`src/rtl/ball_pkg.sv`:
```
// Shared types and constants for the ball motion engine: FSM encoding, default colours,
// and the per-axis move/clamp helper used by both motion modes.
package ball_pkg;

    localparam int unsigned PosW   = 10;
    localparam int unsigned ArithW = 11;

    localparam logic [2:0] DefBallRgb = 3'b111;
    localparam logic [2:0] DefBgRgb   = 3'b000;

    typedef enum logic [1:0] {
        StIdle,
        StUpdX,
        StUpdY,
        StDone
    } state_e;

    typedef struct packed {
        logic [ArithW-1:0] pos;
        logic              hit;
    } move_t;

    // hit flags that the move reached or crossed the limit on its side of travel.
    function automatic move_t axis_move(input logic [ArithW-1:0] pos,
                                        input logic [ArithW-1:0] spd,
                                        input logic [ArithW-1:0] lim,
                                        input logic              fwd);
        move_t             res;
        logic [ArithW-1:0] sum;
        res.pos = pos;
        res.hit = 1'b0;
        sum     = pos + spd;
        if (spd != '0) begin
            if (fwd) begin
                if (sum >= lim) begin
                    res.pos = lim;
                    res.hit = 1'b1;
                end else begin
                    res.pos = sum;
                end
            end else begin
                if (pos <= spd) begin
                    res.pos = '0;
                    res.hit = 1'b1;
                end else begin
                    res.pos = pos - spd;
                end
            end
        end
        return res;
    endfunction

endpackage

```
`src/rtl/ball_motion_engine_if.sv`:
```
// Video timing, button, speed and result signals of the ball motion engine.
interface ball_motion_engine_if #(
    parameter int unsigned SPEED_W = 3
);
    logic               i_vsync;
    logic               i_visible;
    logic [9:0]         i_hpos;
    logic [9:0]         i_vpos;
    logic               i_up;
    logic               i_down;
    logic               i_left;
    logic               i_right;
    logic [SPEED_W-1:0] i_speed;
    logic [9:0]         o_ball_x;
    logic [9:0]         o_ball_y;
    logic [2:0]         o_rgb;
    logic               o_bounce;
    logic               o_busy;

    modport slave (
        input  i_vsync, i_visible, i_hpos, i_vpos,
        input  i_up, i_down, i_left, i_right, i_speed,
        output o_ball_x, o_ball_y, o_rgb, o_bounce, o_busy
    );

    modport master (
        output i_vsync, i_visible, i_hpos, i_vpos,
        output i_up, i_down, i_left, i_right, i_speed,
        input  o_ball_x, o_ball_y, o_rgb, o_bounce, o_busy
    );
endinterface

```
`src/rtl/ball_renderer.sv`:
```
// Pixel hit-test against the ball square with a registered colour output.
module ball_renderer
    import ball_pkg::*;
#(
    parameter int unsigned BALL_SIZE = 16,
    parameter logic [2:0]  BALL_RGB  = DefBallRgb,
    parameter logic [2:0]  BG_RGB    = DefBgRgb
) (
    input  logic       i_clk,
    input  logic       i_reset,
    input  logic       i_visible,
    input  logic [9:0] i_hpos,
    input  logic [9:0] i_vpos,
    input  logic [9:0] i_ball_x,
    input  logic [9:0] i_ball_y,
    output logic [2:0] o_rgb
);
    logic [ArithW-1:0] w_x_end;
    logic [ArithW-1:0] w_y_end;
    logic              w_in_x;
    logic              w_in_y;
    logic [2:0]        r_rgb;

    assign w_x_end = {1'b0, i_ball_x} + ArithW'(BALL_SIZE);
    assign w_y_end = {1'b0, i_ball_y} + ArithW'(BALL_SIZE);
    assign w_in_x  = (i_hpos >= i_ball_x) && ({1'b0, i_hpos} < w_x_end);
    assign w_in_y  = (i_vpos >= i_ball_y) && ({1'b0, i_vpos} < w_y_end);

    always_ff @(posedge i_clk or posedge i_reset) begin
        if (i_reset) begin
            r_rgb <= 3'b000;
        end else if (!i_visible) begin
            r_rgb <= 3'b000;
        end else if (w_in_x && w_in_y) begin
            r_rgb <= BALL_RGB;
        end else begin
            r_rgb <= BG_RGB;
        end
    end

    assign o_rgb = r_rgb;

endmodule

```
`src/rtl/ball_motion_engine.sv`:
```
// Frame-ticked ball position FSM (absolute button drive or autonomous bounce) feeding
// a registered pixel renderer.
module ball_motion_engine
    import ball_pkg::*;
#(
    parameter int unsigned H_VISIBLE   = 640,
    parameter int unsigned V_VISIBLE   = 480,
    parameter int unsigned BALL_SIZE   = 16,
    parameter int unsigned SPEED_W     = 3,
    parameter int unsigned BOUNCE_MODE = 0,
    parameter logic [2:0]  BALL_RGB    = DefBallRgb,
    parameter logic [2:0]  BG_RGB      = DefBgRgb
) (
    input logic                 i_clk,
    input logic                 i_reset,
    ball_motion_engine_if.slave bus
);
    localparam logic [ArithW-1:0] XMAX  = ArithW'(H_VISIBLE - BALL_SIZE);
    localparam logic [ArithW-1:0] YMAX  = ArithW'(V_VISIBLE - BALL_SIZE);
    localparam logic [PosW-1:0]   X_RST = XMAX[ArithW-1:1];
    localparam logic [PosW-1:0]   Y_RST = YMAX[ArithW-1:1];

    state_e             r_state;
    state_e             w_state_d;
    logic               r_vsync;
    logic               w_tick;
    logic               w_start;

    logic [SPEED_W-1:0] r_speed;
    logic               r_up;
    logic               r_down;
    logic               r_left;
    logic               r_right;

    logic [PosW-1:0]    r_ball_x;
    logic [PosW-1:0]    r_ball_y;
    logic               r_dir_x;
    logic               r_dir_y;
    logic               r_bnc_x;
    logic               r_bnc_y;

    logic               w_x_lone;
    logic               w_y_lone;
    logic               w_x_fwd;
    logic               w_y_fwd;
    logic               w_x_apply;
    logic               w_y_apply;
    move_t              w_x_mv;
    move_t              w_y_mv;
    logic [2:0]         w_rgb;

    assign w_tick  = bus.i_vsync & ~r_vsync;
    assign w_start = (r_state == StIdle) && w_tick;

    // History resets high so a vsync already high at release is not taken as a tick.
    always_ff @(posedge i_clk or posedge i_reset) begin
        if (i_reset) begin
            r_vsync <= 1'b1;
        end else begin
            r_vsync <= bus.i_vsync;
        end
    end

    always_ff @(posedge i_clk or posedge i_reset) begin
        if (i_reset) begin
            r_state <= StIdle;
        end else begin
            r_state <= w_state_d;
        end
    end

    always_comb begin
        w_state_d = r_state;
        unique case (r_state)
            StIdle:  if (w_tick) w_state_d = StUpdX;
            StUpdX:  w_state_d = StUpdY;
            StUpdY:  w_state_d = StDone;
            StDone:  w_state_d = StIdle;
            default: w_state_d = StIdle;
        endcase
    end

    always_ff @(posedge i_clk or posedge i_reset) begin
        if (i_reset) begin
            r_speed <= '0;
            r_up    <= 1'b0;
            r_down  <= 1'b0;
            r_left  <= 1'b0;
            r_right <= 1'b0;
        end else if (w_start) begin
            r_speed <= bus.i_speed;
            r_up    <= bus.i_up;
            r_down  <= bus.i_down;
            r_left  <= bus.i_left;
            r_right <= bus.i_right;
        end
    end

    assign w_x_lone = r_left ^ r_right;
    assign w_y_lone = r_up ^ r_down;

    // A lone button picks the travel direction; otherwise bounce mode keeps its own.
    always_comb begin
        w_x_fwd   = r_dir_x;
        w_y_fwd   = r_dir_y;
        w_x_apply = 1'b1;
        w_y_apply = 1'b1;
        if (BOUNCE_MODE == 0 || w_x_lone) w_x_fwd = r_right;
        if (BOUNCE_MODE == 0 || w_y_lone) w_y_fwd = r_down;
        if (BOUNCE_MODE == 0) begin
            w_x_apply = w_x_lone;
            w_y_apply = w_y_lone;
        end
    end

    assign w_x_mv = axis_move({1'b0, r_ball_x}, ArithW'(r_speed), XMAX, w_x_fwd);
    assign w_y_mv = axis_move({1'b0, r_ball_y}, ArithW'(r_speed), YMAX, w_y_fwd);

    always_ff @(posedge i_clk or posedge i_reset) begin
        if (i_reset) begin
            r_ball_x <= X_RST;
            r_ball_y <= Y_RST;
            r_dir_x  <= 1'b1;
            r_dir_y  <= 1'b1;
            r_bnc_x  <= 1'b0;
            r_bnc_y  <= 1'b0;
        end else begin
            if (w_start) begin
                r_bnc_x <= 1'b0;
                r_bnc_y <= 1'b0;
            end
            if (r_state == StUpdX && w_x_apply) begin
                r_ball_x <= w_x_mv.pos[PosW-1:0];
                if (BOUNCE_MODE != 0) begin
                    r_dir_x <= w_x_mv.hit ? ~w_x_fwd : w_x_fwd;
                    r_bnc_x <= w_x_mv.hit;
                end
            end
            if (r_state == StUpdY && w_y_apply) begin
                r_ball_y <= w_y_mv.pos[PosW-1:0];
                if (BOUNCE_MODE != 0) begin
                    r_dir_y <= w_y_mv.hit ? ~w_y_fwd : w_y_fwd;
                    r_bnc_y <= w_y_mv.hit;
                end
            end
        end
    end

    ball_renderer #(
        .BALL_SIZE(BALL_SIZE),
        .BALL_RGB (BALL_RGB),
        .BG_RGB   (BG_RGB)
    ) u_renderer (
        .i_clk    (i_clk),
        .i_reset  (i_reset),
        .i_visible(bus.i_visible),
        .i_hpos   (bus.i_hpos),
        .i_vpos   (bus.i_vpos),
        .i_ball_x (r_ball_x),
        .i_ball_y (r_ball_y),
        .o_rgb    (w_rgb)
    );

    assign bus.o_ball_x = r_ball_x;
    assign bus.o_ball_y = r_ball_y;
    assign bus.o_rgb    = w_rgb;
    assign bus.o_bounce = (r_state == StDone) && (r_bnc_x || r_bnc_y);
    assign bus.o_busy   = (r_state != StIdle);

endmodule

```
`src/flat_wrapper.sv`:
```
// flat-port wrapper written by rule: the top's interface ports become plain ports
module ball_motion_engine_flat import ball_pkg::*;
#(
    parameter int unsigned H_VISIBLE   = 640,
    parameter int unsigned V_VISIBLE   = 480,
    parameter int unsigned BALL_SIZE   = 16,
    parameter int unsigned SPEED_W     = 3,
    parameter int unsigned BOUNCE_MODE = 0,
    parameter logic [2:0]  BALL_RGB    = DefBallRgb,
    parameter logic [2:0]  BG_RGB      = DefBgRgb
)
  (i_clk, i_reset, bus_i_vsync, bus_i_visible, bus_i_hpos, bus_i_vpos, bus_i_up, bus_i_down, bus_i_left, bus_i_right, bus_i_speed, bus_o_ball_x, bus_o_ball_y, bus_o_rgb, bus_o_bounce, bus_o_busy);
  ball_motion_engine_if #(.SPEED_W(SPEED_W)) bus_i ();
  input logic i_clk;
  input logic i_reset;
  input wire logic [$bits(bus_i.i_vsync)-1:0] bus_i_vsync;
  input wire logic [$bits(bus_i.i_visible)-1:0] bus_i_visible;
  input wire logic [$bits(bus_i.i_hpos)-1:0] bus_i_hpos;
  input wire logic [$bits(bus_i.i_vpos)-1:0] bus_i_vpos;
  input wire logic [$bits(bus_i.i_up)-1:0] bus_i_up;
  input wire logic [$bits(bus_i.i_down)-1:0] bus_i_down;
  input wire logic [$bits(bus_i.i_left)-1:0] bus_i_left;
  input wire logic [$bits(bus_i.i_right)-1:0] bus_i_right;
  input wire logic [$bits(bus_i.i_speed)-1:0] bus_i_speed;
  output wire logic [$bits(bus_i.o_ball_x)-1:0] bus_o_ball_x;
  output wire logic [$bits(bus_i.o_ball_y)-1:0] bus_o_ball_y;
  output wire logic [$bits(bus_i.o_rgb)-1:0] bus_o_rgb;
  output wire logic [$bits(bus_i.o_bounce)-1:0] bus_o_bounce;
  output wire logic [$bits(bus_i.o_busy)-1:0] bus_o_busy;
  assign bus_i.i_vsync = bus_i_vsync;
  assign bus_i.i_visible = bus_i_visible;
  assign bus_i.i_hpos = bus_i_hpos;
  assign bus_i.i_vpos = bus_i_vpos;
  assign bus_i.i_up = bus_i_up;
  assign bus_i.i_down = bus_i_down;
  assign bus_i.i_left = bus_i_left;
  assign bus_i.i_right = bus_i_right;
  assign bus_i.i_speed = bus_i_speed;
  assign bus_o_ball_x = bus_i.o_ball_x;
  assign bus_o_ball_y = bus_i.o_ball_y;
  assign bus_o_rgb = bus_i.o_rgb;
  assign bus_o_bounce = bus_i.o_bounce;
  assign bus_o_busy = bus_i.o_busy;
  ball_motion_engine #(.H_VISIBLE(H_VISIBLE), .V_VISIBLE(V_VISIBLE), .BALL_SIZE(BALL_SIZE), .SPEED_W(SPEED_W), .BOUNCE_MODE(BOUNCE_MODE), .BALL_RGB(BALL_RGB), .BG_RGB(BG_RGB)) u_core (.i_clk(i_clk), .i_reset(i_reset), .bus(bus_i));
endmodule
```
`config.mk`:
```
export PLATFORM = sky130hd
export DESIGN_NAME = ball_motion_engine_flat
export DESIGN_NICKNAME = d
export VERILOG_FILES = /design/src/rtl/ball_pkg.sv /design/src/rtl/ball_motion_engine_if.sv /design/src/rtl/ball_renderer.sv /design/src/rtl/ball_motion_engine.sv /design/src/flat_wrapper.sv
export SDC_FILE = /design/constraint.sdc
export NUM_CORES = 1
export LEC_CHECK = 0
export ABC_AREA = 0
export CORE_AREA = 5 5 96 98
export DETAILED_ROUTE_END_ITERATION = 10
export DIE_AREA = 0 0 101 103
export PLACE_DENSITY = 0.66
export SLEW_MARGIN = 20
export SYNTH_ARGS = -nofsm -noshare
export SYNTH_HDL_FRONTEND = slang
export SYNTH_SLANG_ARGS = --single-unit
export TNS_END_PERCENT = 30
```
`constraint.sdc`:
```
create_clock -name i_clk -period 4.8 [get_ports i_clk]
set_input_delay 0.48 -clock i_clk [delete_from_list [all_inputs] [get_ports i_clk]]
set_output_delay 0.48 -clock i_clk [all_outputs]
set_load 0.02 [all_outputs]
```
== Yosys cells after proc, flatten, opt, wreduce, memory -nomap -nowiden ==
Index checks and enable logic that the tools add are counted.

* Flip-flop bits (word level): 33
* Bits of input ports: 31
* Output and inout bits: 25

* $add $sub $neg: 6
* $lt $le $gt $ge: 8
* Eq/ne operators: 4
* Multiplexer cells: 14
* Bitwise logic cells: 4
* Reductions and logical operators: 11

{| class="wikitable"
|+ Operators by type and width
! cell !! number
|-
| $mux 10 || 4
|-
| $add 10x3->11 || 2
|-
| $add 10x5->11 const B || 2
|-
| $lt 10x11->1 || 2
|-
| $mux 11 || 2
|-
| $ge 10x10->1 || 2
|-
| $le 10x3->1 || 2
|-
| $sub 10x3->10 || 2
|-
| $ge 11x10->1 const B || 1
|-
| $ge 11x9->1 const B || 1
|-
| $pmux 2 s4 || 1
|-
| $logic_and 1x1->1 || 6
|-
| $mux 3 || 2
|-
| $eq 2x2->1 const B || 2
|-
| $mux 1 || 4
|-
| $reduce_and 2->1 || 2
|-
| $reduce_bool 3->1 || 1
|-
| $eq 2x1->1 const B || 1
|-
| $logic_not 2->1 || 1
|-
| $mux 2 || 1
|-
| $ne 2x1->1 const B || 1
|-
| $reduce_bool 2->1 || 1
|-
| $xor 1x1->1 || 2
|-
| $and 1x1->1 || 1
|-
| $not 1->1 || 1
|}

== Longest topological paths before layout ==
Gate-level depths: netlist of the first run.

* Depth in word-level cells: 6
* Gate-level depth with buffers: 11

== Modules after synthesis ==
Synthesis of the first run repeated with hierarchy kept, for this count alone.

* Cell total of the unflattened synthesis: 448
* Area, all modules: 3678.5 um2

{| class="wikitable"
|+ By module, submodules not included
! module !! instances !! cells each !! area an instance (um2) !! sequential area each (um2)
|-
| ball_motion_engine || 1 || 321 || 2681.3 || 762.0
|-
| ball_renderer || 1 || 127 || 997.2 || 25.0
|}

== Least setup slack after synthesis of the first run ==
Ideal clock, no wire load.

* Kind: register to register
* Start: register u_core.r_ball_y[5], in the netlist u_core.bus.o_ball_y[5]
* End: register u_core.u_renderer.r_rgb[1], in the netlist u_core.u_renderer.o_rgb[1]
* Library setup time: 105 ps
* Arrival: 2478 ps
* Data required time: 4695 ps
* Slack: 2217 ps
* Stages on the path, launching flop included: 11
* Buffers on the path: 0
* Clock period less this slack: 2583 ps
* Cells stage by stage: dfstp_2 > ha_1 > xnor2_1 > ha_1 > a211oi_1 > nand2_1 > o2111ai_1 > a31oi_1 > a2111oi_0 > o221ai_1 > nor4b_1

* Cells in the longest elaborated chain, start to end: 6

{| class="wikitable"
|+ RTL lines
! element !! line !! RTL
|-
| start: declaration || ball_motion_engine.sv:36 || <nowiki>logic [PosW-1:0] r_ball_y;</nowiki>
|-
| start signal: assignment || ball_motion_engine.sv:140 || <nowiki>r_ball_y <= w_y_mv.pos[PosW-1:0];</nowiki>
|-
| $add 10x5->11 || ball_renderer.sv:25 || <nowiki>assign w_y_end = {1'b0, i_ball_y} + ArithW'(BALL_SIZE);</nowiki>
|-
| $lt 10x11->1 || ball_renderer.sv:27 || <nowiki>assign w_in_y = (i_vpos >= i_ball_y) && ({1'b0, i_vpos} < w_y_end);</nowiki>
|-
| $logic_and 1x1->1 * || ball_renderer.sv:27 ||
|-
| $logic_and 1x1->1 * || ball_renderer.sv:34 || <nowiki>end else if (w_in_x && w_in_y) begin</nowiki>
|-
| $mux 3 * || ball_renderer.sv:34 ||
|-
| $mux 3 * || ball_renderer.sv:32 || <nowiki>end else if (!i_visible) begin</nowiki>
|-
| end signal: assignment || ball_renderer.sv:31 || <nowiki>r_rgb <= 3'b000;</nowiki>
|-
| end signal: assignment || ball_renderer.sv:33 || <nowiki>r_rgb <= 3'b000;</nowiki>
|-
| end signal: assignment || ball_renderer.sv:35 || <nowiki>r_rgb <= BALL_RGB;</nowiki>
|-
| end: declaration || ball_renderer.sv:22 || <nowiki>logic [2:0] r_rgb;</nowiki>
|}

Mark *: on every way between the ends. The rest lies on a longest branch, timed or not.
A chain may end at the register's enable or synchronous reset.

== Worst setup path after layout of the first run ==
Same ends and word-level chain as after synthesis.

==> results of run 1 <==
==> where the power goes <==
group	internal (uW)	leakage, uW	switching [uW]
clock	131	0.0000515	105
sequential	400	0.000363	264
combinational	855	0.00137	1140
total	1390	0.00178	1510
==> metrics by stage <==
| step | instance area, um2 | cells | total power (uW) | utilization (%) |
|---|---|---|---|---|
| after detailed placement | 4148 | 563 | 2637 | 49.49 |
| final | 4248 | 571 | 2895 | 50.69 |
| after CTS | 4248 | 571 | 2895 | 50.69 |
| after global placement | 4148 | 563 | 2608 | 49.49 |
| after global routing | 4248 | 571 | 3171 | 50.69 |
| after floorplan | 3654 | 422 | 2117 | - |
==> cell type report <==
cell class | instances | area (um2)
clock buffers | 8 | 100.1
fillers | 803 | 4133
inverters | 37 | 138.9
multi-input cells | 332 | 2539
flip-flops and latches | 31 | 787.0
well taps | 108 | 135.1
repair buffers | 55 | 548.0
==> sequential cells by signal, summed over array words and instances, names as in the netlist <==
register and flops:
u_core.r_left 1, u_core.r_right 1, u_core.r_speed 3, u_core.r_up 1
u_core.bus.o_ball_y 10, u_core.bus.o_ball_x 10, u_core.u_renderer.o_rgb 1, u_core.r_state 2
u_core.r_vsync 1, u_core.r_down 1
==> synthesized netlist by cell type (4+ instances only) <==
master and number:
nand3_1 17, nand4_1 7, a211oi_1 4, mux2_2 7
nand2_1 26, xor2_1 5, buf_4 6, nor2_1 22
o21a_1 6, and3_1 5, o211ai_1 5, a31oi_1 8
nor3_1 9, o21ai_0 23, xnor2_1 10, dfrtp_1 22
o221ai_1 5, buf_2 4, buf_6 4, inv_1 36
o2111ai_1 4, a21oi_1 32, nor2b_1 8, clkbuf_8 4
fa_1 4, a21o_1 5, ha_1 51, dfstp_2 9
==> final timing paths <==
path	startpoint	cells after the start	to
max reg2reg	u_core.bus.o_ball_y[5]	10	u_core.u_renderer.o_rgb[1]
min in group asynchronous	i_reset	3	u_core.bus.o_ball_x[1]
max	u_core.bus.o_ball_y[5]	10	u_core.u_renderer.o_rgb[1]
min reg2reg	u_core.r_up	1	u_core.r_up
max in group asynchronous	i_reset	3	u_core.bus.o_ball_x[8]
min	u_core.r_up	1	u_core.r_up
==> cells by family (layout without fill, tap and decap cells) <==
family | count (synthesis) | count (layout)
AOI/OAI and AO/OA | 131 | 131
and+or+nand+nor | 119 | 119
buffers and inverters | 59 | 100
adders and majority gates | 56 | 56
DFF | 31 | 31
xor gates and xnor gates | 15 | 15
muxes | 10 | 10
other | 1 | 1
==> layer usage <==
layer	GRT usage, %	part of all wire (%)	up-vias
li1	-	-	1635
met1	26.19	44	1588
met2	32.96	48	111
met3	3.315	6.0	18
met4	6.953	1.9	0
met5	0	0	-
==> results.yml, run 1 <==
status:
  status: "finished, final reports clean"
logic_synthesis:
  synth_cell_types: 77
  synth_edf_count: 0
  syn_area_per_cell_um2: 8.658
  syn_inst: 422
  yosysTopAreaCell: "ha_1"
  synth_top_family_by_area: "compound AO/OA/AOI/OAI gates"
  synth.net_count: 508
  async_flop_share_pct: 100.0
  yosys.area_share.simple_pct: 17.53
  synth-compound-area-share_pct: 25.31
  synth.area.top_cells: "ha_1 (17%), dfrtp_1 (15%), dfstp_2 (6.5%), a21oi_1 (4.4%), inv_1 (3.7%)"
  syn_area_um2: 3654
  synth_seq_area_share_pct: 21.54
  synthDominantCellAreaShare_pct: 17.47
  ys_warn_count: 0
  synthAdderAreaFrac_pct: 19.93
  synthMuxAreaShare_pct: 3.014
  synth_seq_cells: 31
  synth_xor_area_share_pct: 3.596
  synthFlopType: "dfrtp_1"
timing:
  tightest_slew_ns: 0.6319
  drv_slew: 0
  period_minus_slack_ns: 2.897
  hold_violations: 0
  finalSetupViolations: 0
  slew_headroom_pct: 57.72
  rsz0062_at_grt: "false"
  hold_slack_ns: 0.5262
  setup_ws_ns: 1.903
  min_period_over_period_pct: 60.35
  setup_tns_ns: 0
  max_freq_ghz: 0.3452
  skew_ns: 0.01477
hold_path:
  hp-class: "reg -> reg"
drt:
  vias_per_cell: 5.870
  ant_nets: 0
  drc: 0
  drt-pass1-iter-count: 5
  wire_per_inst_um: 17.35
  dr_total_vias: 3352
  drt_wl_total_um: 9907
  drt_iter0_drc: 218
clock_tree:
  clock-root-buffer: "clkbuf_8"
  cts_buffers: 5
  htreeDepth: 2
  post_cts_resized: 0
  cts_tree: "yes"
  clk_path_buf_depth: 2
  insertion_delay_ns: 0.29
  cts_hold_buf: 0
  cts.sinks: 31
  postCtsSetupRepairBufs: 0
  clk_pin_slew_worst_paths_ns: 0.07
worst_setup_path:
  worstPathCellList: "ha_1 -> xnor2_1 -> ha_1 -> a211oi_1 -> nand2_1 -> o2111ai_1 -> a31oi_1 -> a2111oi_0 -> o221ai_1 -> nor4b_1"
  critPathLaunchType: "flop"
  path_max_fanout: 9
  cp.required_ns: 4.99
  crit_path_max_incr_delay_ns: 0.63
  slowest_stage: "dfstp_2"
  cp_num_buf_inv: 0
  critPathArrivalTime_ns: 3.08
  crit_type: "reg -> reg"
  reg2reg_slack_ns: 1.90
  crit_family: "compound AO/OA/AOI/OAI gates"
  worstSetupEndpointType: "flop"
  crit_top_cell: "ha_1"
floorplanning:
  dieArea_um2: 10400
  die_y_um: 103
  core_um2: 8381
  initial_core_util_pct: 43.60
  placement_rows: 34
  ios: 56
  die_width_um: 101
finish:
  area_growth_pct: 16.27
  antennaDiodeCount: 0
  most-common-layout-cells: "clkdlybuf4s50_1 (54), ha_1 (51), inv_1 (36)"
  final_common_cell: "clkdlybuf4s50_1"
  drive_above_1_share_pct: 10.37
  nNetsFinal: 548
placed_design:
  gp_congestion: 1.003
  detailedPlace.worstSlack_ns: 1.960
  port_buffers: 54
  hpwl_um: 7773
grt:
  overflow: 0
  first_global_vias: 3349
  grt_pass1_wl_um: 16460
  antenna_found_initial: 0
  track_usage_pct: 19.85
  grt_max_degree: 32
power:
  peakVddDrop_v: 0.0003175
  leakagePower_uw: 0.001780
  powerDensity_nw_per_um2: 681.6
job:
  maxCapViolations: 0
No activity file was read; power rests on OpenSTA's default activity.
==> run 2, diff against run 1 <==
--- a/config.mk
+++ b/config.mk
@@ -9,7 +9,7 @@
 export CORE_AREA = 5 5 96 98
 export DETAILED_ROUTE_END_ITERATION = 10
 export DIE_AREA = 0 0 101 103
-export PLACE_DENSITY = 0.66
+export PLACE_DENSITY = 0.69
 export SLEW_MARGIN = 20
 export SYNTH_ARGS = -nofsm -noshare
 export SYNTH_HDL_FRONTEND = slang
==> constraint.sdc (replaced) <==
create_clock -name i_clk -period 2.4 [get_ports i_clk]
set_input_delay 0.24 -clock i_clk [delete_from_list [all_inputs] [get_ports i_clk]]
set_output_delay 0.24 -clock i_clk [all_outputs]
set_load 0.02 [all_outputs]
==> results.yml, run 2 (synthesized netlist as in run 1, its figures left out) <==
grt:
  met2_usage_pct: 37.57
  grt.busiest_layer: "met2"
  grt_max_degree: 32
  first_global_vias: 3818
  use_met1_pct: 27.65
  grt_pass1_wl_um: 18360
  grt_use_met3_pct: 4.533
  antenna_found_initial: 0
  track_usage_pct: 22.09
  overflow: 0
power:
  peakVddDrop_v: 0.0007645
  leakagePower_uw: 0.002173
  powerDensity_nw_per_um2: 1436
  total_power_uw: 7337
timing:
  tightest_slew_ns: 0.5325
  min_period_over_period_pct: 103.5
  setup_ws_ns: -0.08467
  setup_tns_ns: -0.4523
  hold_violations: 0
  finalSetupViolations: 13
  slew_headroom_pct: 64.28
  max_freq_ghz: 0.4025
  hold_slack_ns: 0.3368
  skew_ns: 0.005567
  rsz0062_at_grt: "true"
  drv_slew: 0
  period_minus_slack_ns: 2.485
drt:
  vias_per_cell: 5.815
  wire_per_inst_um: 17.59
  drt_wl_total_um: 11440
  ant_nets: 0
  dr_total_vias: 3780
  drt_iter0_drc: 148
  drt-pass1-iter-count: 5
  drc: 0
worst_setup_path:
  r2r-end: "u_core.bus.o_ball_y[8]"
  crit_type: "reg -> reg"
  startpoint: "u_core.r_speed[1]"
  critPathLaunchType: "flop"
  path_max_fanout: 6
  crit-reg2reg-launch: "u_core.r_speed[1]"
  reg2reg_slack_ns: -0.08
  cp-endpoint: "u_core.bus.o_ball_y[8]"
  worstRegToRegCells: 9
  critPathArrivalTime_ns: 2.64
  cp.required_ns: 2.55
  worstSetupEndpointType: "flop"
floorplanning:
  die_y_um: 103
  initial_core_util_pct: 43.60
  core_um2: 8381
  dieArea_um2: 10400
  die_width_um: 101
  ios: 56
  placement_rows: 34
finish:
  antennaDiodeCount: 0
  seq_area_um2: 793.3
  fillers: 718
  post-route-util_pct: 60.94
  drive_above_1_share_pct: 31.92
  most-common-layout-cells: "buf_4 (77), clkdlybuf4s50_1 (54), ha_1 (45)"
  nNetsFinal: 627
  final_common_cell: "buf_4"
  multi_input_area_um2: 2799
  area_growth_pct: 39.79
placed_design:
  port_buffers: 54
  gp_congestion: 0.9865
  detailedPlace.worstSlack_ns: -0.2197
  hpwl_um: 8790
clock_tree:
  htreeDepth: 2
  insertion_delay_ns: 0.30
  cts_buffers: 5
  cts_tree: "yes"
  clk_pin_slew_worst_paths_ns: 0.07
  clk_path_buf_depth: 2
  cts_hold_buf: 0
  cts.sinks: 31
  clock-root-buffer: "clkbuf_8"
status:
  violations: "setup timing"
  status: "complete, but fails checks"
hold_path:
  hp-class: "in -> async"
job:
  maxCapViolations: 0
-- run 2: cell type report --
cell class	instances	share of cell area, %
Timing Repair Buffer	134	22.56
Tap cell	108	2.646
Sequential cell	31	15.53
Clock buffer	5	1.347
Multi-Input combinational cell	332	54.80
Inverter	37	2.719
Clock inverter	3	0.3920
-- run 2: worst max-delay path, cell delays in order, from the launching register on --
cell,delay [ns]
dfrtp_2,0.45
inv_2,0.10
ha_1,0.25
nand2b_2,0.22
a211oi_1,0.48
nand3_1,0.21
o2111ai_4,0.15
nand2_1,0.14
o211ai_1,0.19
o221ai_1,0.15
-- run 2: worst min-delay path by stage --
stage | cells after the start | endpoint | startpoint
after floorplan | 0 | u_core.r_vsync | bus_i_vsync
after global placement | 1 | u_core.r_up | u_core.r_up
after detailed placement | 1 | u_core.r_up | u_core.r_up
after CTS | 3 | u_core.bus.o_ball_y[0] | i_reset
after global routing | 3 | u_core.bus.o_ball_y[0] | i_reset
final | 3 | u_core.r_state[0] | i_reset
-- run 2: what timing repair did --
action | CTS | global route
pin swaps | 5 | 24
gates resized for setup | 19 | 36
buffers inserted | 5 | 5
endpoints found under the setup margin | 19 | 21
-- run 2: through the flow --
stage	cell area, um2	cells
floorplan	3696	422
global placement	4708	632
detailed placement	4708	632
CTS	4931	645
global route	5107	650
finish	5107	650
-- run 2: routing by layer --
| metal | share of wire, % | wire (um) |
|---|---|---|
| met3 | 6.4 | 728 |
| met5 | 0 | 0 |
| met4 | 3.9 | 442 |
| met2 | 47 | 5337 |
| met1 | 43 | 4926 |
-- run 2: power by group --
part	internal [uW]	leakage [uW]	switching, uW
Clock	202	0.0000402	236
Sequential	806	0.000358	335
Combinational	2740	0.00178	3020
==> run 3, diff against run 2 <==
--- a/config.mk
+++ b/config.mk
@@ -10,6 +10,7 @@
 export DETAILED_ROUTE_END_ITERATION = 10
 export DIE_AREA = 0 0 101 103
 export PLACE_DENSITY = 0.69
+export REMOVE_ABC_BUFFERS = 1
 export SLEW_MARGIN = 20
 export SYNTH_ARGS = -nofsm -noshare
 export SYNTH_HDL_FRONTEND = slang
==> results.yml, run 3 (synthesized netlist as in run 1, its figures left out) <==
finish:
  nNetsFinal: 633
  antennaDiodeCount: 0
  final_area_um2: 5070
  most-common-layout-cells: "buf_4 (84), clkdlybuf4s50_1 (54), ha_1 (45)"
  final_common_cell: "buf_4"
  fillers: 697
  post-route-util_pct: 60.50
  area_growth_pct: 38.77
  drive_above_1_share_pct: 29.93
status:
  violations: "setup timing"
  status: "complete, but fails checks"
placed_design:
  detailedPlace.worstSlack_ns: -0.2475
  hpwl_um: 8704
  place_area_um2: 4696
  gp_congestion: 0.9239
  port_buffers: 54
worst_setup_path:
  slowest_stage: "dfrtp_1"
  cp.required_ns: 2.57
  critPathLaunchType: "flop"
  worstSetupEndpointType: "flop"
  worstPathCellList: "ha_2 -> fa_2 -> and2b_1 -> buf_4 -> o21a_4 -> nand2_4 -> or3_4 -> nor2b_1 -> or3_4 -> a21boi_4"
  crit_top_cell: "or3_4"
  crit_type: "reg -> reg"
  path_max_fanout: 4
  crit_path_max_incr_delay_ns: 0.41
  critPathArrivalTime_ns: 2.64
timing:
  min_period_over_period_pct: 103.0
  finalSetupViolations: 10
  hold_violations: 0
  hold_slack_ns: 0.3507
  setup_ws_ns: -0.07187
  slew_headroom_pct: 60.97
  skew_ns: 0.005573
  max_freq_ghz: 0.4046
  drv_slew: 0
  tightest_slew_ns: 0.5810
  rsz0062_at_grt: "true"
  period_minus_slack_ns: 2.472
  setup_tns_ns: -0.4131
floorplanning:
  placement_rows: 34
  dieArea_um2: 10400
  die_width_um: 101
  ios: 56
  core_um2: 8381
  initial_core_util_pct: 43.60
  die_y_um: 103
drt:
  wire_per_inst_um: 17.14
  drt-pass1-iter-count: 4
  drt_iter0_drc: 148
  drt_wl_total_um: 11240
  vias_per_cell: 5.764
  drc: 0
  ant_nets: 0
  dr_total_vias: 3781
grt:
  antenna_found_initial: 0
  track_usage_pct: 21.56
  overflow: 0
  first_global_vias: 3812
  grt_max_degree: 32
  grt_pass1_wl_um: 18070
clock_tree:
  clk_path_buf_depth: 2
  htreeDepth: 2
  insertion_delay_ns: 0.28
  clk_pin_slew_worst_paths_ns: 0.07
  clock-root-buffer: "clkbuf_8"
  cts.sinks: 31
  cts_tree: "yes"
  cts_buffers: 5
power:
  powerDensity_nw_per_um2: 1437
  peakVddDrop_v: 0.0006700
  leakagePower_uw: 0.002202
job:
  maxCapViolations: 0
hold_path:
  hp-class: "in -> async"
[run 3: critical path: cells and delay by family, from the launching register on]
family	cells	cell delay, ns
buffers and inverters	1	0.12
flip-flops	1	0.41
AND/OR/NAND/NOR	5	1.09
AO/OA/AOI/OAI	2	0.30
adder cells (fa/ha/maj)	2	0.44
[run 3: path summary, 6_finish.rpt]
| check | slack, ns | from | to | cells after the start |
|---|---|---|---|---|
| worst max register to register | -0.07 | u_core.bus.o_ball_x[0] | u_core.bus.o_ball_x[0] | 10 |
| worst max-delay path | -0.07 | u_core.bus.o_ball_x[0] | u_core.bus.o_ball_x[0] | 10 |
| min in group i_clk | 0.38 | bus_i_vsync | u_core.r_vsync | 1 |
| worst min-delay path | 0.35 | i_reset | u_core.r_right | 3 |
| worst min register to register | 0.53 | u_core.r_up | u_core.r_up | 1 |
| max in group asynchronous | 1.69 | i_reset | u_core.bus.o_ball_y[6] | 3 |
[run 3: per-stage QoR]
step                cells  power [uW]
finish                656        7283
global route          656        7861
CTS                   652        7011
detailed placement    636        6169
global placement      636        6084
floorplan             400        4000
[run 3: where the power goes]
group	internal [uW]	switching (uW)	total [uW]
registers	799	300	1100
logic	2760	2990	5750
clock network	231	199	430
total	3790	3490	7280
[run 3: routing by layer]
layer	global-route usage, %	part of all wire [%]	vias to the layer above
met5	0	0	-
met4	10.53	4.5	0
met3	3.586	6.2	45
met2	36.81	48	162
met1	26.38	42	1767
li1	-	-	1807
[run 3: area by class of cell]
class	count	area, um2	area share (%)
sequential	31	788.3	15.55
tap	108	135.1	2.665
clock buffer	7	86.33	1.703
multi-input combinational	332	2723	53.70
inverter	37	138.9	2.739
timing repair buffer	140	1194	23.54
clock inverter	1	5.005	0.09872
[run 3: repair_timing]
action,in CTS,in global routing
hold endpoints to repair,0,0
cloned,0,0
resized for setup,29,20
setup buffers,8,4
hold buffers,0,0
setup endpoints to repair,18,21
pin swaps,21,14
==> patch 1, RTL diff (settings of run 1) <==
`V_VISIBLE` is set to 480 in 2 places; all go to 360.
--- a/src/rtl/ball_motion_engine.sv
+++ b/src/rtl/ball_motion_engine.sv
@@ -5,5 +5,5 @@
 #(
     parameter int unsigned H_VISIBLE   = 640,
-    parameter int unsigned V_VISIBLE   = 480,
+    parameter int unsigned V_VISIBLE   = 360,
     parameter int unsigned BALL_SIZE   = 16,
     parameter int unsigned SPEED_W     = 3,
--- a/src/flat_wrapper.sv
+++ b/src/flat_wrapper.sv
@@ -3,5 +3,5 @@
 #(
     parameter int unsigned H_VISIBLE   = 640,
-    parameter int unsigned V_VISIBLE   = 480,
+    parameter int unsigned V_VISIBLE   = 360,
     parameter int unsigned BALL_SIZE   = 16,
     parameter int unsigned SPEED_W     = 3,
Check against the original RTL: not equivalent (a bounded check fails within 4 cycles, from zero or initial values and one cycle with i_reset high).
==> patch 1 against run 1 <==
Area after synthesis fell by 2.1%; total power fell by 2.5%; clock skew fell by 0.011 ns; cell area rose by 0.41%; clock power rose by 19%; die area did not move; sequential power fell by 3%; sequential cell count did not move; wire length fell by 6.2%; first-iteration DRC count rose by 8.3%; worst setup slack improved by 0.088 ns; final cell count rose by 0.18%.
==> patch 1: results (changes against run 1) <==
Post-placement cell count -> 564 (was 563)
Area after DPL -> 4150 um^2 (unchanged)
Post-synthesis compound-gate area fraction -> 25.5% (was 25.3%)
Post-Synth Adder-Cell Area -> 20.4% (was 19.9%)
Hold Path Class -> register to register (unchanged)
H-tree levels -> 2 (unchanged)
Synth cell types -> 72 (was 77)
Top delay family on crit path -> compound AO/OA/AOI/OAI gates (unchanged)
Warnings, synthesis -> 0 (unchanged)
Slowest-stage cell, CP -> o21ai_1 (was dfstp_2)
Post-synthesis mux area share -> 3.71% (was 3.01%)
Input/output buffers -> 54 (unchanged)
Commonest cells in the netlist -> ha_1, inv_1, o21ai_0 (was ha_1, inv_1, a21oi_1)
Layout Nets -> 550 (was 548)
Num CTS Buffers -> 5 (unchanged)
Antenna violations before repair -> 0 (unchanged)
Post-CTS setup buffer count -> 0 (unchanged)
Worst VDD drop -> 0.341 mV (was 0.318 mV)
Mean post-synth cell area -> 8.46 um^2 (was 8.66 um^2)
DR vias/cell -> 5.74 (was 5.87)
Syn Nets -> 510 (was 508)
Clock-pin slew on the worst setup and hold paths -> 0.07 ns (about the same)
Post-synth ARST share -> 100% (unchanged)
Switching power as a share of total power -> 50.6% (was 52.1%)
Initial drt markers -> 236 (was 218)
Synth Flop Type -> dfrtp_1 (unchanged)
GRT Overall Usage -> 18.1% (was 19.9%)
Worst-case clock skew -> 0.00408 ns (was 0.0148 ns)
R2R depth -> 9 (was 10)
Run status -> finished clean (unchanged)
Post-CTS resize count -> 0 (unchanged)
Detailed Routing Iterations Pass 1 -> 5 (unchanged)
Vias in the first global route -> 3,109 (was 3,349)
Half-perimeter wire length after placement -> 7290 um (was 7770 um)
Layout cell share with drive strength beyond 1 -> 8.19% (was 10.4%)
Largest stage delay, worst path -> 0.55 ns (was 0.63 ns)
FF-to-FF Start -> u_core.r_speed[1]$_DFFE_PP0P_ (was u_core.bus.o_ball_y[5]$_DFFE_PP1P_)
Clk_lat worst skew -> 0.29 ns (about the same)
First-pass GRT wire length -> 15,200 um (was 16,500 um)
Arr. time, crit path -> 2.97 ns (was 3.08 ns)
Final hold slack -> 0.539 ns (was 0.526 ns)
RePlAce Congestion -> 0.959 (was 1.00)
Pre-CTS setup slack -> 2.07 ns (was 1.96 ns)
Largest net degree at the start of global routing -> 32 (unchanged)
Worst reg2reg endpoint -> u_core.bus.o_ball_y[4]$_DFFE_PP0P_ (was u_core.u_renderer.o_rgb[1]$_DFF_PP0_)
Vias -> 3,285 (was 3,352)
Seq/Total Area, Yosys -> 22.0% (was 21.5%)
Post-Synth XOR/XNOR Area -> 5.14% (was 3.60%)
Crit-path max FO -> 9 (unchanged)
Slew at the pin closest to its max-slew limit -> 0.693 ns (was 0.632 ns)
Worst hold path startpoint -> u_core.r_up$_DFFE_PP0P_ (unchanged)
Bufs on Longest Clock Path -> 2 (unchanged)
Drt total wl -> 9290 um (was 9910 um)
Reg2reg setup slack -> 1.99 ns (was 1.90 ns)
Lkg Pwr -> 1.82 nW (was 1.78 nW)
Synth top area cells -> ha_1, dfrtp_1, dfstp_2 (unchanged)
-- patch 1: power groups by stage --
stage / combinational [mW] / sequential [mW] / clock (mW)
2_1_floorplan: 1.41 / 0.593 / 0
4_1_cts: 1.89 / 0.644 / 0.283
3_3_place_gp: 1.86 / 0.644 / 0
3_5_place_dp: 1.87 / 0.649 / 0
5_1_grt: 2.11 / 0.674 / 0.292
6_report: 1.90 / 0.647 / 0.280
-- patch 1: how the worst max path moves through the flow --
stage	from	end	slack, ns	cells after the start
floorplan	u_core.bus.o_ball_y[0]$_DFFE_PP0P_	u_core.bus.o_ball_y[0]$_DFFE_PP0P_	2.27	9
global placement	u_core.bus.o_ball_y[0]$_DFFE_PP0P_	u_core.bus.o_ball_y[0]$_DFFE_PP0P_	2.16	9
finish	u_core.r_speed[1]$_DFFE_PP0P_	u_core.bus.o_ball_y[4]$_DFFE_PP0P_	1.99	9
global route	u_core.r_speed[1]$_DFFE_PP0P_	u_core.bus.o_ball_y[0]$_DFFE_PP0P_	1.76	9
detailed placement	u_core.bus.o_ball_y[0]$_DFFE_PP0P_	u_core.bus.o_ball_y[0]$_DFFE_PP0P_	2.07	9
CTS	u_core.bus.o_ball_y[0]$_DFFE_PP0P_	u_core.bus.o_ball_y[0]$_DFFE_PP0P_	2.03	9
-- patch 1: layout make-up --
type,count,area (um^2)
fillers,769,4120
clock buffers,6,82.6
multi-input cells,330,2530
repair buffers,55,548
clock inverters,2,35.0
well taps,108,135
inverters,40,150
flip-flops and latches,31,787
-- patch 1: per-layer routing --
metal | vias to the layer above | wire [um] | global-route usage, %
li1 | 1619 | - | -
met1 | 1517 | 4250 | 24.3
met2 | 130 | 4260 | 29.8
met3 | 19 | 648 | 3.04
met4 | 0 | 130 | 5.42
met5 | - | 0 | 0
==> patch 2, RTL diff (config.mk and constraints of run 1) <==
Without the edit above. Encoding of `state_e`: now one-hot (4 bits for 4 states).
--- a/src/rtl/ball_pkg.sv
+++ b/src/rtl/ball_pkg.sv
@@ -9,9 +9,9 @@
     localparam logic [2:0] DefBgRgb   = 3'b000;
 
-    typedef enum logic [1:0] {
-        StIdle,
-        StUpdX,
-        StUpdY,
-        StDone
+    typedef enum logic [3:0] {
+        StIdle = 4'b0001,
+        StUpdX = 4'b0010,
+        StUpdY = 4'b0100,
+        StDone = 4'b1000
     } state_e;
 
Behaviour: no difference found for any inputs over 10 cycles, from zero or initial values and one cycle with i_reset high; not proved beyond that.
==> patch 2 against run 1 <==
Area after synthesis is essentially flat; first-iteration DRC count shrank 12%; final cell count shrank 1.8%; hold slack lost 0.034 ns; critical path depth shrank 1; non-clock buffer count is the same; sequential cell count grew 2; worst setup slack gained 0.040 ns; cell area grew 0.82%; wire length shrank 1.1%.
Power is not compared: it rests on default switching activity, and its combinational part moved more than twofold at a synthesized area within 25%.
==> patch 2: results (changes against run 1) <==
R2R depth -> 9 (was 10)
Worst reg2reg endpoint -> u_core.bus.o_ball_y[1]$_DFFE_PP0P_ (was u_core.u_renderer.o_rgb[1]$_DFF_PP0_)
Drt total wl -> 9800 um (was 9910 um)
Post-synthesis mux area share -> 2.30% (was 3.01%)
Grt met2 use -> 30.5% (was 33.0%)
Run status -> finished clean (unchanged)
Layout Nets -> 535 (was 548)
Grt met3 use -> 2.91% (was 3.32%)
Post-Synth Adder-Cell Area -> 18.6% (was 19.9%)
First-pass GRT wire length -> 15,900 um (was 16,500 um)
Synth Flop Type -> dfrtp_1 (unchanged)
Pre-CTS setup slack -> 1.99 ns (was 1.96 ns)
Syn Nets -> 496 (was 508)
Routed wl met2 -> 4570 um (was 4730 um)
Worst hold path startpoint -> u_core.r_state[2]$_DFFE_PP0P_ (was u_core.r_up$_DFFE_PP0P_)
Synth top area cells -> ha_1, dfrtp_1, dfstp_2 (unchanged)
Met1 WL -> 4650 um (was 4400 um)
Vias -> 3,216 (was 3,352)
Post-Synth XOR/XNOR Area -> 4.08% (was 3.60%)
Synth-to-layout area growth -> 17.3% (was 16.3%)
Commonest cells in the netlist -> ha_1, inv_1, a21oi_1, nor2_1, o21ai_0 (was ha_1, inv_1, a21oi_1)
Seq/Total Area, Yosys -> 23.0% (was 21.5%)
RePlAce Congestion -> 0.929 (was 1.00)
Mean post-synth cell area -> 8.84 um^2 (was 8.66 um^2)
Met3 WL -> 454 um (was 590 um)
Initial drt markers -> 192 (was 218)
Slew at the pin closest to its max-slew limit -> 0.794 ns (was 0.632 ns)
Largest stage delay, worst path -> 0.46 ns (was 0.63 ns)
Synth cell types -> 78 (was 77)
Fillers -> 826 (was 803)
Final hold slack -> 0.493 ns (was 0.526 ns)
Post-synthesis compound-gate area fraction -> 26.4% (was 25.3%)
Largest net degree at the start of global routing -> 34 (was 32)
FF-to-FF Start -> u_core.r_speed[0]$_DFFE_PP0P_ (was u_core.bus.o_ball_y[5]$_DFFE_PP1P_)
Crit-path max FO -> 6 (was 9)
Post-CTS resize count -> 0 (unchanged)
Half-perimeter wire length after placement -> 7640 um (was 7770 um)
GRT Overall Usage -> 19.1% (was 19.9%)
Area after DPL -> 4170 um^2 (was 4150 um^2)
Worst-case clock skew -> 0.00715 ns (was 0.0148 ns)
Post-placement cell count -> 553 (was 563)
Reg2reg setup slack -> 1.94 ns (was 1.90 ns)
DR vias/cell -> 5.73 (was 5.87)
Slowest-stage cell, CP -> o21ai_0 (was dfstp_2)
Sink of the worst hold path -> u_core.r_state[2]$_DFFE_PP0P_ (was u_core.r_up$_DFFE_PP0P_)
Arr. time, crit path -> 3.07 ns (was 3.08 ns)
M1 GR Usage -> 27.1% (was 26.2%)
Vias in the first global route -> 3,136 (was 3,349)
==> patch 2: changes by cell type after synthesis, moves of 4 or more <==
| cell | change |
|---|---|
| o21ai_1 | +5 |
| xnor2_1 | +4 |
| a21oi_1 | -7 |
| clkbuf_1 | +5 |
| nand4_1 | -5 |
| a211oi_1 | -4 |
| nand3_1 | -6 |
| o221ai_1 | -5 |
| mux2_2 | -4 |
==> patch 2: worst max path at each step <==
stage / from / endpoint / slack (ns) / cells past startpoint
after floorplan: u_core.bus.o_ball_y[0]$_DFFE_PP0P_ / u_core.bus.o_ball_y[2]$_DFFE_PP0P_ / 2.20 / 9
after global placement: u_core.r_speed[0]$_DFFE_PP0P_ / u_core.bus.o_ball_y[1]$_DFFE_PP0P_ / 2.05 / 9
after detailed placement: u_core.r_speed[0]$_DFFE_PP0P_ / u_core.bus.o_ball_y[1]$_DFFE_PP0P_ / 1.99 / 9
after CTS: u_core.r_speed[0]$_DFFE_PP0P_ / u_core.bus.o_ball_y[1]$_DFFE_PP0P_ / 1.95 / 9
after global routing: u_core.r_speed[0]$_DFFE_PP0P_ / u_core.bus.o_ball_y[1]$_DFFE_PP0P_ / 1.79 / 9
final: u_core.r_speed[0]$_DFFE_PP0P_ / u_core.bus.o_ball_y[1]$_DFFE_PP0P_ / 1.94 / 9
==> patch 2: area by class of cell <==
type	count	share of cell area (%)
repair buffers	55	12.8
well taps	108	3.16
clock buffers	5	1.61
flip-flops and latches	33	19.6
multi-input cells	322	58.7
inverters	35	3.07
clock inverters	3	1.08
==> patch 2: power groups by stage <==
stage,clock [mW],sequential (mW),combinational [mW]
final,0.275,0.467,0.905
after global routing,0.297,0.479,1.01
after CTS,0.285,0.466,0.903
after detailed placement,0,0.471,0.896
after global placement,0,0.469,0.888
after floorplan,0,0.459,0.635
